$ cat src/rtl/uart_wb_bridge_if.sv
// Wishbone classic master-side bus bundle for uart_wb_bridge.
interface uart_wb_bridge_if;
  logic        wbm_cyc_o;
  logic        wbm_stb_o;
  logic        wbm_we_o;
  logic [3:0]  wbm_sel_o;
  logic [31:0] wbm_adr_o;
  logic [31:0] wbm_dat_o;
  logic [31:0] wbm_dat_i;
  logic        wbm_ack_i;

  modport master (
    output wbm_cyc_o, wbm_stb_o, wbm_we_o, wbm_sel_o, wbm_adr_o, wbm_dat_o,
    input  wbm_dat_i, wbm_ack_i
  );

  modport slave (
    input  wbm_cyc_o, wbm_stb_o, wbm_we_o, wbm_sel_o, wbm_adr_o, wbm_dat_o,
    output wbm_dat_i, wbm_ack_i
  );
endinterface

$ cat src/rtl/uart_wb_bridge.sv
// UART-to-Wishbone master bridge: decodes 'W' hi lo data / 'R' hi lo frames,
// runs one Wishbone classic cycle per frame and answers with one TX byte.
// Optional build macro WB_TIMEOUT_EN: abort an unacknowledged cycle after
// 255 clocks and answer 0xEE; without it the bridge waits for ack forever.
// ADDR_W is expected to be below 16 (upper address bits are dropped).
module uart_wb_bridge #(
  parameter int unsigned BAUD_DIV = 104,
  parameter int unsigned ADDR_W   = 9
) (
  input  logic             clk,
  input  logic             reset,
  input  logic             uart_rx_i,
  output logic             uart_tx_o,
  uart_wb_bridge_if.master wbm,
  output logic             busy_o,
  output logic             frame_err_o
);

  localparam int unsigned CNT_W = $clog2(BAUD_DIV);

  localparam logic [7:0] CMD_WRITE = 8'h57;
  localparam logic [7:0] CMD_READ  = 8'h52;
  localparam logic [7:0] RESP_OK   = 8'h4B;
`ifdef WB_TIMEOUT_EN
  localparam logic [7:0] RESP_TO   = 8'hEE;
`endif

  typedef enum logic [1:0] {R_IDLE, R_START, R_DATA, R_STOP} rx_state_t;

  typedef enum logic [2:0] {
    S_IDLE, S_ADDR_HI, S_ADDR_LO, S_DATA, S_WB_REQ, S_RESP, S_TX_WAIT
  } cmd_state_t;

  // RX path state
  logic             rx_meta, rx_s, rx_d;
  rx_state_t        rx_state;
  logic [CNT_W-1:0] rx_cnt;
  logic [2:0]       rx_bit;
  logic [7:0]       rx_shift;
  logic             rx_valid;

  // TX path state
  logic             tx_busy;
  logic             tx_load;
  logic             tx_done;
  logic [CNT_W-1:0] tx_cnt;
  logic [3:0]       tx_bit;
  logic [8:0]       tx_shift;

  // Command FSM state
  cmd_state_t       state;
  logic             op_write;
  logic [15:0]      addr_q;
  logic [7:0]       resp_q;
  logic [15:0]      lo_addr;
`ifdef WB_TIMEOUT_EN
  logic [7:0]       to_cnt;
`endif

  // Address formed with the low byte currently being received
  assign lo_addr = {addr_q[15:8], rx_shift};

  logic unused_ok;
  assign unused_ok = &{1'b0, wbm.wbm_dat_i[31:8], addr_q[15:ADDR_W], lo_addr[15:ADDR_W]};

  // Two-flop synchroniser plus one delay stage for falling-edge detection
  always_ff @(posedge clk) begin
    if (reset) begin
      rx_meta <= 1'b1;
      rx_s    <= 1'b1;
      rx_d    <= 1'b1;
    end else begin
      rx_meta <= uart_rx_i;
      rx_s    <= rx_meta;
      rx_d    <= rx_s;
    end
  end

  // UART receiver: mid-bit sampling, glitch rejection, stop-bit check
  always_ff @(posedge clk) begin
    if (reset) begin
      rx_state    <= R_IDLE;
      rx_cnt      <= '0;
      rx_bit      <= '0;
      rx_shift    <= '0;
      rx_valid    <= 1'b0;
      frame_err_o <= 1'b0;
    end else begin
      rx_valid    <= 1'b0;
      frame_err_o <= 1'b0;
      case (rx_state)
        R_IDLE: begin
          if (rx_d && !rx_s) begin
            rx_state <= R_START;
            rx_cnt   <= CNT_W'(BAUD_DIV / 2 - 1);
          end
        end
        R_START: begin
          if (rx_cnt != '0) begin
            rx_cnt <= rx_cnt - CNT_W'(1);
          end else if (rx_s) begin
            rx_state <= R_IDLE;
          end else begin
            rx_state <= R_DATA;
            rx_cnt   <= CNT_W'(BAUD_DIV - 1);
            rx_bit   <= '0;
          end
        end
        R_DATA: begin
          if (rx_cnt != '0) begin
            rx_cnt <= rx_cnt - CNT_W'(1);
          end else begin
            rx_shift <= {rx_s, rx_shift[7:1]};
            rx_cnt   <= CNT_W'(BAUD_DIV - 1);
            if (rx_bit == 3'd7) begin
              rx_state <= R_STOP;
            end else begin
              rx_bit <= rx_bit + 3'd1;
            end
          end
        end
        R_STOP: begin
          if (rx_cnt != '0) begin
            rx_cnt <= rx_cnt - CNT_W'(1);
          end else begin
            rx_state <= R_IDLE;
            if (rx_s) begin
              rx_valid <= 1'b1;
            end else begin
              frame_err_o <= 1'b1;
            end
          end
        end
        default: rx_state <= R_IDLE;
      endcase
    end
  end

  // UART transmitter: start, 8 data bits LSB-first, stop; pulses tx_done at the end
  always_ff @(posedge clk) begin
    if (reset) begin
      uart_tx_o <= 1'b1;
      tx_busy   <= 1'b0;
      tx_done   <= 1'b0;
      tx_cnt    <= '0;
      tx_bit    <= '0;
      tx_shift  <= '1;
    end else begin
      tx_done <= 1'b0;
      if (tx_busy) begin
        if (tx_cnt != '0) begin
          tx_cnt <= tx_cnt - CNT_W'(1);
        end else begin
          tx_cnt <= CNT_W'(BAUD_DIV - 1);
          if (tx_bit == 4'd9) begin
            tx_busy   <= 1'b0;
            tx_done   <= 1'b1;
            uart_tx_o <= 1'b1;
          end else begin
            uart_tx_o <= tx_shift[0];
            tx_shift  <= {1'b1, tx_shift[8:1]};
            tx_bit    <= tx_bit + 4'd1;
          end
        end
      end else if (tx_load) begin
        tx_busy   <= 1'b1;
        tx_shift  <= {1'b1, resp_q};
        uart_tx_o <= 1'b0;
        tx_cnt    <= CNT_W'(BAUD_DIV - 1);
        tx_bit    <= '0;
      end
    end
  end

  // Command FSM: frame decode, Wishbone cycle, response hand-off to TX
  always_ff @(posedge clk) begin
    if (reset) begin
      state         <= S_IDLE;
      op_write      <= 1'b0;
      addr_q        <= '0;
      resp_q        <= '0;
      tx_load       <= 1'b0;
      busy_o        <= 1'b0;
      wbm.wbm_cyc_o <= 1'b0;
      wbm.wbm_stb_o <= 1'b0;
      wbm.wbm_we_o  <= 1'b0;
      wbm.wbm_sel_o <= '0;
      wbm.wbm_adr_o <= '0;
      wbm.wbm_dat_o <= '0;
`ifdef WB_TIMEOUT_EN
      to_cnt        <= '0;
`endif
    end else begin
      tx_load <= 1'b0;
`ifdef WB_TIMEOUT_EN
      if (state != S_WB_REQ) begin
        to_cnt <= '0;
      end
`endif
      if (frame_err_o) begin
        // A broken byte abandons whatever the FSM was doing
        state         <= S_IDLE;
        busy_o        <= 1'b0;
        wbm.wbm_cyc_o <= 1'b0;
        wbm.wbm_stb_o <= 1'b0;
        wbm.wbm_we_o  <= 1'b0;
        wbm.wbm_sel_o <= '0;
        wbm.wbm_adr_o <= '0;
        wbm.wbm_dat_o <= '0;
      end else begin
        case (state)
          S_IDLE: begin
            if (rx_valid && (rx_shift == CMD_WRITE || rx_shift == CMD_READ)) begin
              op_write <= (rx_shift == CMD_WRITE);
              state    <= S_ADDR_HI;
              busy_o   <= 1'b1;
            end
          end
          S_ADDR_HI: begin
            if (rx_valid) begin
              addr_q[15:8] <= rx_shift;
              state        <= S_ADDR_LO;
            end
          end
          S_ADDR_LO: begin
            if (rx_valid) begin
              addr_q[7:0] <= rx_shift;
              if (op_write) begin
                state <= S_DATA;
              end else begin
                state         <= S_WB_REQ;
                wbm.wbm_cyc_o <= 1'b1;
                wbm.wbm_stb_o <= 1'b1;
                wbm.wbm_we_o  <= 1'b0;
                wbm.wbm_sel_o <= 4'b0000;
                wbm.wbm_adr_o <= 32'(lo_addr[ADDR_W-1:0]);
                wbm.wbm_dat_o <= '0;
              end
            end
          end
          S_DATA: begin
            if (rx_valid) begin
              state         <= S_WB_REQ;
              wbm.wbm_cyc_o <= 1'b1;
              wbm.wbm_stb_o <= 1'b1;
              wbm.wbm_we_o  <= 1'b1;
              wbm.wbm_sel_o <= 4'b0001;
              wbm.wbm_adr_o <= 32'(addr_q[ADDR_W-1:0]);
              wbm.wbm_dat_o <= {4{rx_shift}};
            end
          end
          S_WB_REQ: begin
            if (wbm.wbm_ack_i) begin
              state         <= S_RESP;
              resp_q        <= op_write ? RESP_OK : wbm.wbm_dat_i[7:0];
              wbm.wbm_cyc_o <= 1'b0;
              wbm.wbm_stb_o <= 1'b0;
              wbm.wbm_we_o  <= 1'b0;
              wbm.wbm_sel_o <= '0;
              wbm.wbm_adr_o <= '0;
              wbm.wbm_dat_o <= '0;
            end
`ifdef WB_TIMEOUT_EN
            else if (to_cnt == 8'd254) begin
              // 255th cycle without ack: give up and report
              state         <= S_RESP;
              resp_q        <= RESP_TO;
              wbm.wbm_cyc_o <= 1'b0;
              wbm.wbm_stb_o <= 1'b0;
              wbm.wbm_we_o  <= 1'b0;
              wbm.wbm_sel_o <= '0;
              wbm.wbm_adr_o <= '0;
              wbm.wbm_dat_o <= '0;
            end else begin
              to_cnt <= to_cnt + 8'd1;
            end
`endif
          end
          S_RESP: begin
            // TX can still be finishing a frame if an earlier command was abandoned
            if (!tx_busy) begin
              tx_load <= 1'b1;
              state   <= S_TX_WAIT;
            end
          end
          S_TX_WAIT: begin
            if (tx_done) begin
              state  <= S_IDLE;
              busy_o <= 1'b0;
            end
          end
          default: begin
            state  <= S_IDLE;
            busy_o <= 1'b0;
          end
        endcase
      end
    end
  end

endmodule
$ cat src/flat_wrapper.sv
// flat-port wrapper written by rule: the top's interface ports become plain ports
module uart_wb_bridge_flat 
#(
  parameter int unsigned BAUD_DIV = 104,
  parameter int unsigned ADDR_W   = 9
)
  (clk, reset, uart_rx_i, uart_tx_o, busy_o, frame_err_o, wbm_wbm_cyc_o, wbm_wbm_stb_o, wbm_wbm_we_o, wbm_wbm_sel_o, wbm_wbm_adr_o, wbm_wbm_dat_o, wbm_wbm_dat_i, wbm_wbm_ack_i);
  uart_wb_bridge_if wbm_i ();
  input  logic clk;
  input  logic reset;
  input  logic uart_rx_i;
  output logic uart_tx_o;
  output logic busy_o;
  output logic frame_err_o;
  output wire logic [$bits(wbm_i.wbm_cyc_o)-1:0] wbm_wbm_cyc_o;
  output wire logic [$bits(wbm_i.wbm_stb_o)-1:0] wbm_wbm_stb_o;
  output wire logic [$bits(wbm_i.wbm_we_o)-1:0] wbm_wbm_we_o;
  output wire logic [$bits(wbm_i.wbm_sel_o)-1:0] wbm_wbm_sel_o;
  output wire logic [$bits(wbm_i.wbm_adr_o)-1:0] wbm_wbm_adr_o;
  output wire logic [$bits(wbm_i.wbm_dat_o)-1:0] wbm_wbm_dat_o;
  input wire logic [$bits(wbm_i.wbm_dat_i)-1:0] wbm_wbm_dat_i;
  input wire logic [$bits(wbm_i.wbm_ack_i)-1:0] wbm_wbm_ack_i;
  assign wbm_wbm_cyc_o = wbm_i.wbm_cyc_o;
  assign wbm_wbm_stb_o = wbm_i.wbm_stb_o;
  assign wbm_wbm_we_o = wbm_i.wbm_we_o;
  assign wbm_wbm_sel_o = wbm_i.wbm_sel_o;
  assign wbm_wbm_adr_o = wbm_i.wbm_adr_o;
  assign wbm_wbm_dat_o = wbm_i.wbm_dat_o;
  assign wbm_i.wbm_dat_i = wbm_wbm_dat_i;
  assign wbm_i.wbm_ack_i = wbm_wbm_ack_i;
  uart_wb_bridge #(.BAUD_DIV(BAUD_DIV), .ADDR_W(ADDR_W)) u_core (.clk(clk), .reset(reset), .uart_rx_i(uart_rx_i), .uart_tx_o(uart_tx_o), .wbm(wbm_i), .busy_o(busy_o), .frame_err_o(frame_err_o));
endmodule
$ cat config.mk
export PLATFORM = sky130hd
export DESIGN_NAME = uart_wb_bridge_flat
export DESIGN_NICKNAME = d
export VERILOG_FILES = /design/src/rtl/uart_wb_bridge_if.sv /design/src/rtl/uart_wb_bridge.sv /design/src/flat_wrapper.sv
export SDC_FILE = /design/constraint.sdc
export NUM_CORES = 1
export LEC_CHECK = 0
export ABC_AREA = 1
export CORE_ASPECT_RATIO = 1.5
export CORE_MARGIN = 2
export CORE_UTILIZATION = 29
export CTS_CLUSTER_DIAMETER = 60
export DETAILED_ROUTE_END_ITERATION = 16
export HOLD_SLACK_MARGIN = 0.03
export RECOVER_POWER = 100
export SETUP_SLACK_MARGIN = 0.05
export SLEW_MARGIN = 20
export SYNTH_ARGS = -nofsm -noshare
export SYNTH_HDL_FRONTEND = slang
export SYNTH_SLANG_ARGS = --single-unit
$ cat constraint.sdc
create_clock -name clk -period 3.4 [get_ports clk]
set_input_delay 0.68 -clock clk [delete_from_list [all_inputs] [get_ports clk]]
set_output_delay 0.68 -clock clk [all_outputs]
set_load 0.02 [all_outputs]
==> results of run 1 <==
==> cells by family after synthesis <==
| logic type | Yosys count | synth area share, % |
|---|---|---|
| flops | 89 | 39.8 |
| fa+ha+maj | 12 | 3.35 |
| simple gates | 263 | 25.2 |
| xor+xnor | 8 | 1.57 |
| compound gates | 116 | 13.6 |
| other cells | 1 | 0.0838 |
| buf+inv | 134 | 16.4 |
==> flip-flops by register name, indices dropped and copies added, names as in the netlist, 3 cells and up, named ones only <==
name / cells
u_core.resp_q: 8
u_core.tx_cnt: 7
u_core.tx_shift: 8
u_core.wbm.wbm_dat_o: 8
u_core.addr_q: 9
u_core.tx_bit: 4
u_core.state: 3
u_core.rx_bit: 3
u_core.wbm.wbm_adr_o: 9
u_core.rx_shift: 8
u_core.rx_cnt: 7
==> power groups by stage <==
stage | clock, W | combinational (W) | sequential [W]
after global placement | 0 | 0.000654 | 0.00117
after floorplan | 0 | 0.000537 | 0.00116
after CTS | 0.00114 | 0.000660 | 0.00115
after global routing | 0.00118 | 0.000764 | 0.00116
final | 0.00111 | 0.000655 | 0.00115
after detailed placement | 0 | 0.000653 | 0.00117
==> layout make-up <==
cell class                      count  area (um^2)  area share (%)
Sequential cell                    89         1780            33.8
Clock inverter                      6         96.3            1.83
Inverter                           63          236            4.48
Tap cell                          199          249            4.72
Multi-Input combinational cell    425         2040            38.7
Clock buffer                       10          239            4.53
Timing Repair Buffer               66          632            12.0
==> metal layers <==
layer	vias up	part of all wire (%)
met2	81	51
met3	20	3.1
met1	1704	43
met4	0	3.0
li1	1997	-
met5	-	0
==> synthesized netlist by cell type <==
master      n
nand3_1    44
nand3_2     2
inv_2       5
nor4_1      1
o22ai_1     5
a31oi_1     2
a21oi_1    60
or2_2       5
xor2_1      5
dfxtp_1    89
o211a_1     1
buf_2       4
a211oi_1    1
buf_6       2
clkbuf_1   11
buf_4      53
nor2_1     52
ha_1       12
nor3_4      1
o211ai_1    1
clkinv_1    1
inv_1      57
nand2_1   136
nand2_2     5
o21ai_0    43
a311oi_1    2
xnor2_1     3
conb_1      1
nor3_1      9
nand4_1     5
nor2_2      2
buf_8       1
a221oi_1    1
and2_1      1
==> through the flow <==
stage               worst slack (ns)  hold WS [ns]  utilization, %
floorplan                       1.79         0.389               -
global placement               0.960         0.405            32.9
detailed placement             0.948         0.400            32.9
CTS                             1.27         0.415            35.2
global route                   0.682         0.428            35.0
finish                         0.817         0.414            35.0
==> final timing paths <==
check              startpoint  cells after the start          endpoint  slack [ns]
min reg2reg    u_core.rx_meta                      1       u_core.rx_s        0.41
max                     reset                      7     u_core.busy_o        0.82
max reg2reg  u_core.tx_cnt[0]                     11  u_core.tx_bit[1]        1.08
min            u_core.rx_meta                      1       u_core.rx_s        0.41
==> worst max-delay path, stage by stage <==
cell and delay, ns:
dlygate4sd3_1 0.66, nor2_1 0.12, clkbuf_1 0.38, clkinv_1 0.12, clkbuf_1 0.38, or2_2 0.41
a21oi_1 0.11
==> results.cfg, run 1 <==
[run_status]
outcome = finished, final reports clean

[logic_synthesis]
synth_seq_cells = 89
synth_top_area_share_pct = 39.8
syn_inst = 623
netlist.top_cell.by_area = dfxtp_1
synth.area.top_cells = dfxtp_1 (40%), nand2_1 (11%), buf_4 (8.9%)
ys_types = 34
yosys_warnings = 0
syn-cell-area_um2 = 4480
synth.avg_cell_area_um2 = 7.18
yosysSeqAreaShare_pct = 39.8

[floorplan]
start_util_pct = 29.7
die_h_um = 156
die_x_um = 105
core_um2 = 15100
ios = 110
die_area_um2 = 16500
std_cell_rows = 55

[power_and_ir_drop]
ir_drop_mv = 0.196
combPwrFrac_pct = 22.4
switching_share_pct = 31.6
clock_power_share_pct = 38.2
cell_internal_pwr_w = 0.00200
cellLeakagePower_nw = 2.35
pwr-share-seq_pct = 39.4
p_switching_w = 0.000922
p_per_area_nw_per_um2 = 553
p_total_w = 0.00292

[timing]
skew_ns = 0.00848
finalCriticalPeriod_ns = 2.58
hold_viol = 0
slew_violations = 0
slew_headroom_pct = 36.8
tightest_slew_ns = 0.947
setup_viol_count_final = 0
max_freq_mhz = 387
finalCritPeriodShare_pct = 76.0
rsz0062_at_grt = no
setup_tns_ns = 0

[clock_network]
clockRootBuffer = clkbuf_16
clock_latency_ns = 0.34
cts_hold_buf = 0
cts.reportedPaths.clkPinSlew_ns = 0.07
cts-resized-gates = 0
postCtsSetupRepairBufs = 0
cts_tree = done
clk_path_buf_depth = 2
cts_buffers = 9
h-tree-depth = 3
clock-sinks = 89

[global_routing]
grt_pass1_vias = 3512
use_met2_pct = 22.3
grt_use_met3_pct = 1.84
top_usage_layer = met2
met1_usage_pct = 12.9
grt_util_all_layers_pct = 12.0
antenna_found_initial = 0
grt-ovfl-total = 0
grt_max_degree = 26
grt_pass1_wl_um = 16100

[critical_path]
critPathRequiredTime_ns = 3.68
path_class = input port to flip-flop
cp-end-kind = flip-flop
cp_max_fo = 19
cp-start-kind = input port
cp.arrival_ns = 2.86

[drt]
drt_iter0_markers = 175
wirelength_um = 9700
wl_per_cell_um = 11.3
drc = 0
via_count = 3802
drtAntennaViolNets = 0
vias_per_cell = 4.43
drt-pass1-iter-count = 4

[layout]
drive_gt1_share_pct = 5.61
fin_nets = 702
mostFrequentLayoutCells = nand2_1 (136), dfxtp_1 (89), a21oi_1 (60), inv_1 (58), nor2_1 (53)
antenna_cells = 0
n_fill_cell = 1620
finalNonFillerCells = 858
area_growth_pct = 17.9
fin_area_um2 = 5280
final_common_cell = nand2_1

[placed_design]
portBuffers = 59
hpwlAfterDp_um = 7140
routabilityCongestion = 0.824
dp_cells = 842
placed_cell_area_um2 = 4960

[min_path]
min_path_type = flip-flop to flip-flop

[flow_run]
drv_cap = 0
(Power assumes the default switching activity.)
==> inputs of run 2 (changes only) <==
- clock period: 3.4 -> 2.5 ns (I/O delays scaled with it)
==> run 2 against run 1 <==
Die area is the same. Worst setup slack got worse by 0.30 ns. Worst hold slack lost 0.0065 ns. Global-route usage increased by 0.36 points. Clock-buffer cell count stayed put. Register-to-register slack got worse by 0.42 ns. Sequential power up 36%. Critical path depth down 2. Sequential share of layout area stayed put. Wire length up 0.80%. Cell area stayed put. Power up 31%. Critical endpoint is now u_core.tx_bit[0]. Highest routed layer unchanged.
==> results.cfg, run 2 (synthesized netlist as in run 1, its figures left out) <==
[placed_design]
portBuffers = 59
routabilityCongestion = 0.815
hpwlAfterDp_um = 7300
dp_cells = 845

[floorplan]
die_area_um2 = 16500
start_util_pct = 29.7
std_cell_rows = 55
die_x_um = 105
die_h_um = 156
ios = 110
core_um2 = 15100

[critical_path]
critPathRequiredTime_ns = 2.78
cpPeakStageDelay_ns = 0.64
cp_max_fo = 17
crit_buf_inv = 3
cp.depth = 5
crit_family = buffers and inverters
reg2reg_depth = 10
cp-start-kind = input port
worst_path_max_delay_cell = dlygate4sd3_1
path_class = input port to flip-flop
cp.arrival_ns = 2.26
crit_chain = dlygate4sd3_1 -> inv_1 -> clkbuf_1 -> o21ai_0 -> nor2_1
cp-end-kind = flip-flop
reg2reg_from = u_core.state[1]
r2r-end = u_core.wbm.wbm_adr_o[8]
r2r_slack_ns = 0.66

[run_status]
outcome = finished, final reports clean

[clock_network]
cts-resized-gates = 0
cts_hold_buf = 0
clk_path_buf_depth = 2
cts_buffers = 9
h-tree-depth = 3
clock-sinks = 89
postCtsSetupRepairBufs = 0
cts.reportedPaths.clkPinSlew_ns = 0.06
clock_latency_ns = 0.34
cts_tree = done
clockRootBuffer = clkbuf_16

[global_routing]
antenna_found_initial = 0
grt_max_degree = 25
grt_pass1_vias = 3549
grt_pass1_wl_um = 16400
grt-ovfl-total = 0
grt_util_all_layers_pct = 12.4

[drt]
drt-pass1-iter-count = 5
vias_per_cell = 4.48
drt_iter0_markers = 171
wl_per_cell_um = 11.4
drc = 0
wirelength_um = 9780
drtAntennaViolNets = 0
via_count = 3860

[power_and_ir_drop]
combPwrFrac_pct = 23.3
cellLeakagePower_nw = 2.35
switching_share_pct = 32.5
clock_power_share_pct = 35.9
pwr-share-seq_pct = 40.8
p_switching_w = 0.00125
ir_drop_mv = 0.335
p_per_area_nw_per_um2 = 727
cell_internal_pwr_w = 0.00259

[timing]
skew_ns = 0.00801
rsz0062_at_grt = no
slew_violations = 0
max_freq_mhz = 504
slew_headroom_pct = 32.3
setup_tns_ns = 0
tightest_slew_ns = 1.02
hold_viol = 0
finalCritPeriodShare_pct = 79.3
finalCriticalPeriod_ns = 1.98
setup_viol_count_final = 0

[layout]
mostFrequentLayoutCells = nand2_1 (138), dfxtp_1 (89), inv_1 (60), a21oi_1 (60), nor2_1 (52)
largestRegisters = u_core.addr_q x9, u_core.wbm.wbm_adr_o x9
final_common_cell = nand2_1
antenna_cells = 0
drive_gt1_share_pct = 5.59
fin_nets = 705
finalNonFillerCells = 861
area_growth_pct = 17.9

[min_path]
hold_depth = 1
min_to = u_core.rx_s
min_path_type = flip-flop to flip-flop
min_from = u_core.rx_meta

[flow_run]
drv_cap = 0
run 2: changes by cell type in the layout (fill, tap and decap cells not counted), sizes merged:
cell,change
dlygate4sd3,-1
buf,+3
clkdlybuf4s50,+1
clkinv,+2
bufinv,-1
inv,-1
run 2: worst reg2reg max path, stage by stage, from the launching register on:
cell,delay [ns]
dfxtp_1,0.44
inv_1,0.10
nand2_1,0.11
inv_2,0.06
nand2_2,0.15
nand2_1,0.09
nand2_2,0.08
nor2_2,0.06
inv_1,0.40
nand2_1,0.11
a21oi_1,0.15
run 2: final cells by class:
class	instances	area, um^2
clock buffers	10	229
well taps	199	249
multi-input cells	425	2050
flip-flops and latches	89	1780
inverters	63	236
repair buffers	69	654
clock inverters	6	75.1
fillers	1620	9800
run 2: power by group through the flow:
stage | combinational (W) | sequential [W] | clock, W
after floorplan | 0.000730 | 0.00158 | 0
after global placement | 0.000894 | 0.00160 | 0
after detailed placement | 0.000906 | 0.00160 | 0
after CTS | 0.000908 | 0.00157 | 0.00142
after global routing | 0.00103 | 0.00158 | 0.00149
final | 0.000895 | 0.00156 | 0.00138
run 2: worst max-delay path by stage:
stage                                  start                        to
after floorplan             u_core.tx_cnt[0]          u_core.tx_bit[2]
after global placement         wbm_wbm_ack_i   u_core.wbm.wbm_adr_o[1]
after detailed placement       wbm_wbm_ack_i  u_core.wbm.wbm_dat_o[24]
after CTS                 u_core.frame_err_o               frame_err_o
after global routing                   reset          u_core.tx_bit[0]
final                                  reset          u_core.tx_bit[0]
run 2: metrics by stage:
| stage | util, % | instance area [um^2] | power, W | setup slack [ns] | hold WS [ns] |
|---|---|---|---|---|---|
| floorplan | - | 4570 | 0.00231 | 1.01 | 0.389 |
| global placement | 33.1 | 4990 | 0.00249 | 0.470 | 0.394 |
| detailed placement | 33.1 | 4990 | 0.00250 | 0.484 | 0.394 |
| CTS | 35.1 | 5290 | 0.00389 | 0.551 | 0.409 |
| global route | 35.0 | 5280 | 0.00410 | 0.296 | 0.430 |
| finish | 35.0 | 5280 | 0.00384 | 0.517 | 0.407 |
run 2: metal layers:
| layer | track usage [%] | routed length (um) | vias up |
|---|---|---|---|
| li1 | - | - | 2002 |
| met1 | 13.4 | 4080 | 1756 |
| met2 | 22.5 | 5180 | 91 |
| met3 | 3.01 | 352 | 11 |
| met4 | 5.59 | 163 | 0 |
| met5 | 0 | 0 | - |
==> inputs of run 3 (changes only) <==
- clock period: 2.5 -> 1.65 ns (I/O delays scaled with it)
==> run 3 against run 2 <==
Cell count rose by 3.1%. Die area unchanged. Via count up 1.9%. Power is 54% higher. Critical path type is now flip-flop to flip-flop. Largest power group unchanged.
==> results.cfg, run 3 (synthesized netlist as in run 1, its figures left out) <==
[clock_network]
cts.reportedPaths.clkPinSlew_ns = 0.06
clock-sinks = 89
cts_tree = done
clk_path_buf_depth = 2
cts_buffers = 9
clockRootBuffer = clkbuf_16
h-tree-depth = 3
clock_latency_ns = 0.35
cts_hold_buf = 0

[layout]
n_fill_cell = 1617
mostFrequentLayoutCells = nand2_1 (133), dfxtp_1 (87), a21oi_1 (59), inv_1 (52), nor2_1 (49)
drive_gt1_share_pct = 12.5
final_common_cell = nand2_1
finalNonFillerCells = 888
fin_area_um2 = 5470
largestRegisters = u_core.addr_q x9, u_core.wbm.wbm_adr_o x9
antenna_cells = 0
fin_nets = 733
area_growth_pct = 22.3

[flow_run]
drv_cap = 0

[power_and_ir_drop]
p_switching_w = 0.00192
switching_share_pct = 32.6
p_per_area_nw_per_um2 = 1080
clock_power_share_pct = 34.5
combPwrFrac_pct = 25.5
p_total_w = 0.00589
pwr-share-seq_pct = 40.0
cellLeakagePower_nw = 2.55
ir_drop_mv = 0.487
cell_internal_pwr_w = 0.00397

[timing]
skew_ns = 0.00953
setup_viol_count_final = 0
finalCritPeriodShare_pct = 94.1
setup_tns_ns = 0
hold_viol = 0
whs_ns = 0.420
slew_violations = 0
finalCriticalPeriod_ns = 1.55
rsz0062_at_grt = yes
max_freq_mhz = 644

[global_routing]
grt_util_all_layers_pct = 12.5
grt-ovfl-total = 0
antenna_found_initial = 0
grt_pass1_wl_um = 16600
grt_max_degree = 22
grt_pass1_vias = 3581

[drt]
drt-pass1-iter-count = 4
vias_per_cell = 4.43
drc = 0
drt_iter0_markers = 146
drtAntennaViolNets = 0
wirelength_um = 10100
via_count = 3933
wl_per_cell_um = 11.3

[critical_path]
crit_chain = inv_1 -> ha_4 -> inv_1 -> nor3_4 -> nand2_2 -> nand2_2 -> nand2_2 -> buf_4 -> xor2_1 -> nor2_1
worst_path_max_delay_cell = dfxtp_1
cpPeakStageDelay_ns = 0.30
crit_top_cell = nand2_2
cp-end-kind = flip-flop
cp.arrival_ns = 1.79
critPathRequiredTime_ns = 1.88
cp_max_fo = 11
cp-start-kind = flip-flop
path_class = flip-flop to flip-flop

[floorplan]
ios = 110
die_h_um = 156
std_cell_rows = 55
start_util_pct = 29.7
die_area_um2 = 16500
die_x_um = 105
core_um2 = 15100

[placed_design]
placed_cell_area_um2 = 5200
portBuffers = 59
routabilityCongestion = 0.866
dp_cells = 870
hpwlAfterDp_um = 7550

[min_path]
min_path_type = flip-flop to flip-flop

[run_status]
outcome = finished, final reports clean
[run 3: cell count changes in the layout (fill, tap and decap cells not counted), moves of 4 or more]
cell           previous run  this run
clkbuf_2                  0         4
dlygate4sd3_1            49         0
dlygate4sd2_1             0        48
nand2_1                 138       133
nand2_2                   3         8
inv_2                     2        10
inv_1                    60        52
buf_4                     7        29
[run 3: path summary, 6_finish.rpt]
check,start,cells past startpoint,slack (ns),endpoint
max,u_core.tx_cnt[1],10,0.1,u_core.tx_bit[0]
min,u_core.rx_meta,1,0.42,u_core.rx_s
max reg2reg,u_core.tx_cnt[1],10,0.1,u_core.tx_bit[0]
min reg2reg,u_core.rx_meta,1,0.42,u_core.rx_s
[run 3: metal layers]
metal / vias to the layer above / share of wire [%] / global-route usage, %
met5: - / 0 / 0
met4: 0 / 2.4 / 6.03
met3: 16 / 3.8 / 2.55
met2: 85 / 53 / 23.1
met1: 1779 / 41 / 13.4
li1: 2053 / - / -
[run 3: final cells by class]
cell class                 instances  area, um^2  share of cell area [%]
clock buffer                       9         225                    4.11
clock inverter                     6        66.3                    1.21
inverter                          63         236                    4.32
sequential                        89        1780                    32.6
tap                              199         249                    4.55
multi-input combinational        425        2090                    38.2
timing repair buffer              97         820                    15.0
[run 3: per-stage QoR]
step	setup slack, ns	utilization [%]
detailed placement	-0.130	34.5
CTS	0.0921	36.1
global route	-0.00825	36.3
global placement	-0.129	34.5
floorplan	0.159	-
finish	0.0981	36.3
[run 3: critical path: cells and delay by family (launching register included)]
family                   cells  cell delay, ns
XOR/XNOR                     1            0.13
adder cells (fa/ha/maj)      1            0.15
buffers and inverters        3            0.36
flip-flops                   1            0.30
AND/OR/NAND/NOR              5            0.50
[run 3: what timing repair did]
action                     4_1_cts  5_1_grt
setup endpoints to repair       49       45
gates resized for setup         49       22
pin swaps                        0        3
buffers inserted                 0        3
hold endpoints to repair         0        0
[run 3: power groups by stage]
stage	clock, W	sequential [W]	combinational [W]
floorplan	0	0.00240	0.00111
global placement	0	0.00241	0.00147
detailed placement	0	0.00241	0.00147
CTS	0.00209	0.00236	0.00148
global route	0.00218	0.00238	0.00172
finish	0.00203	0.00236	0.00150
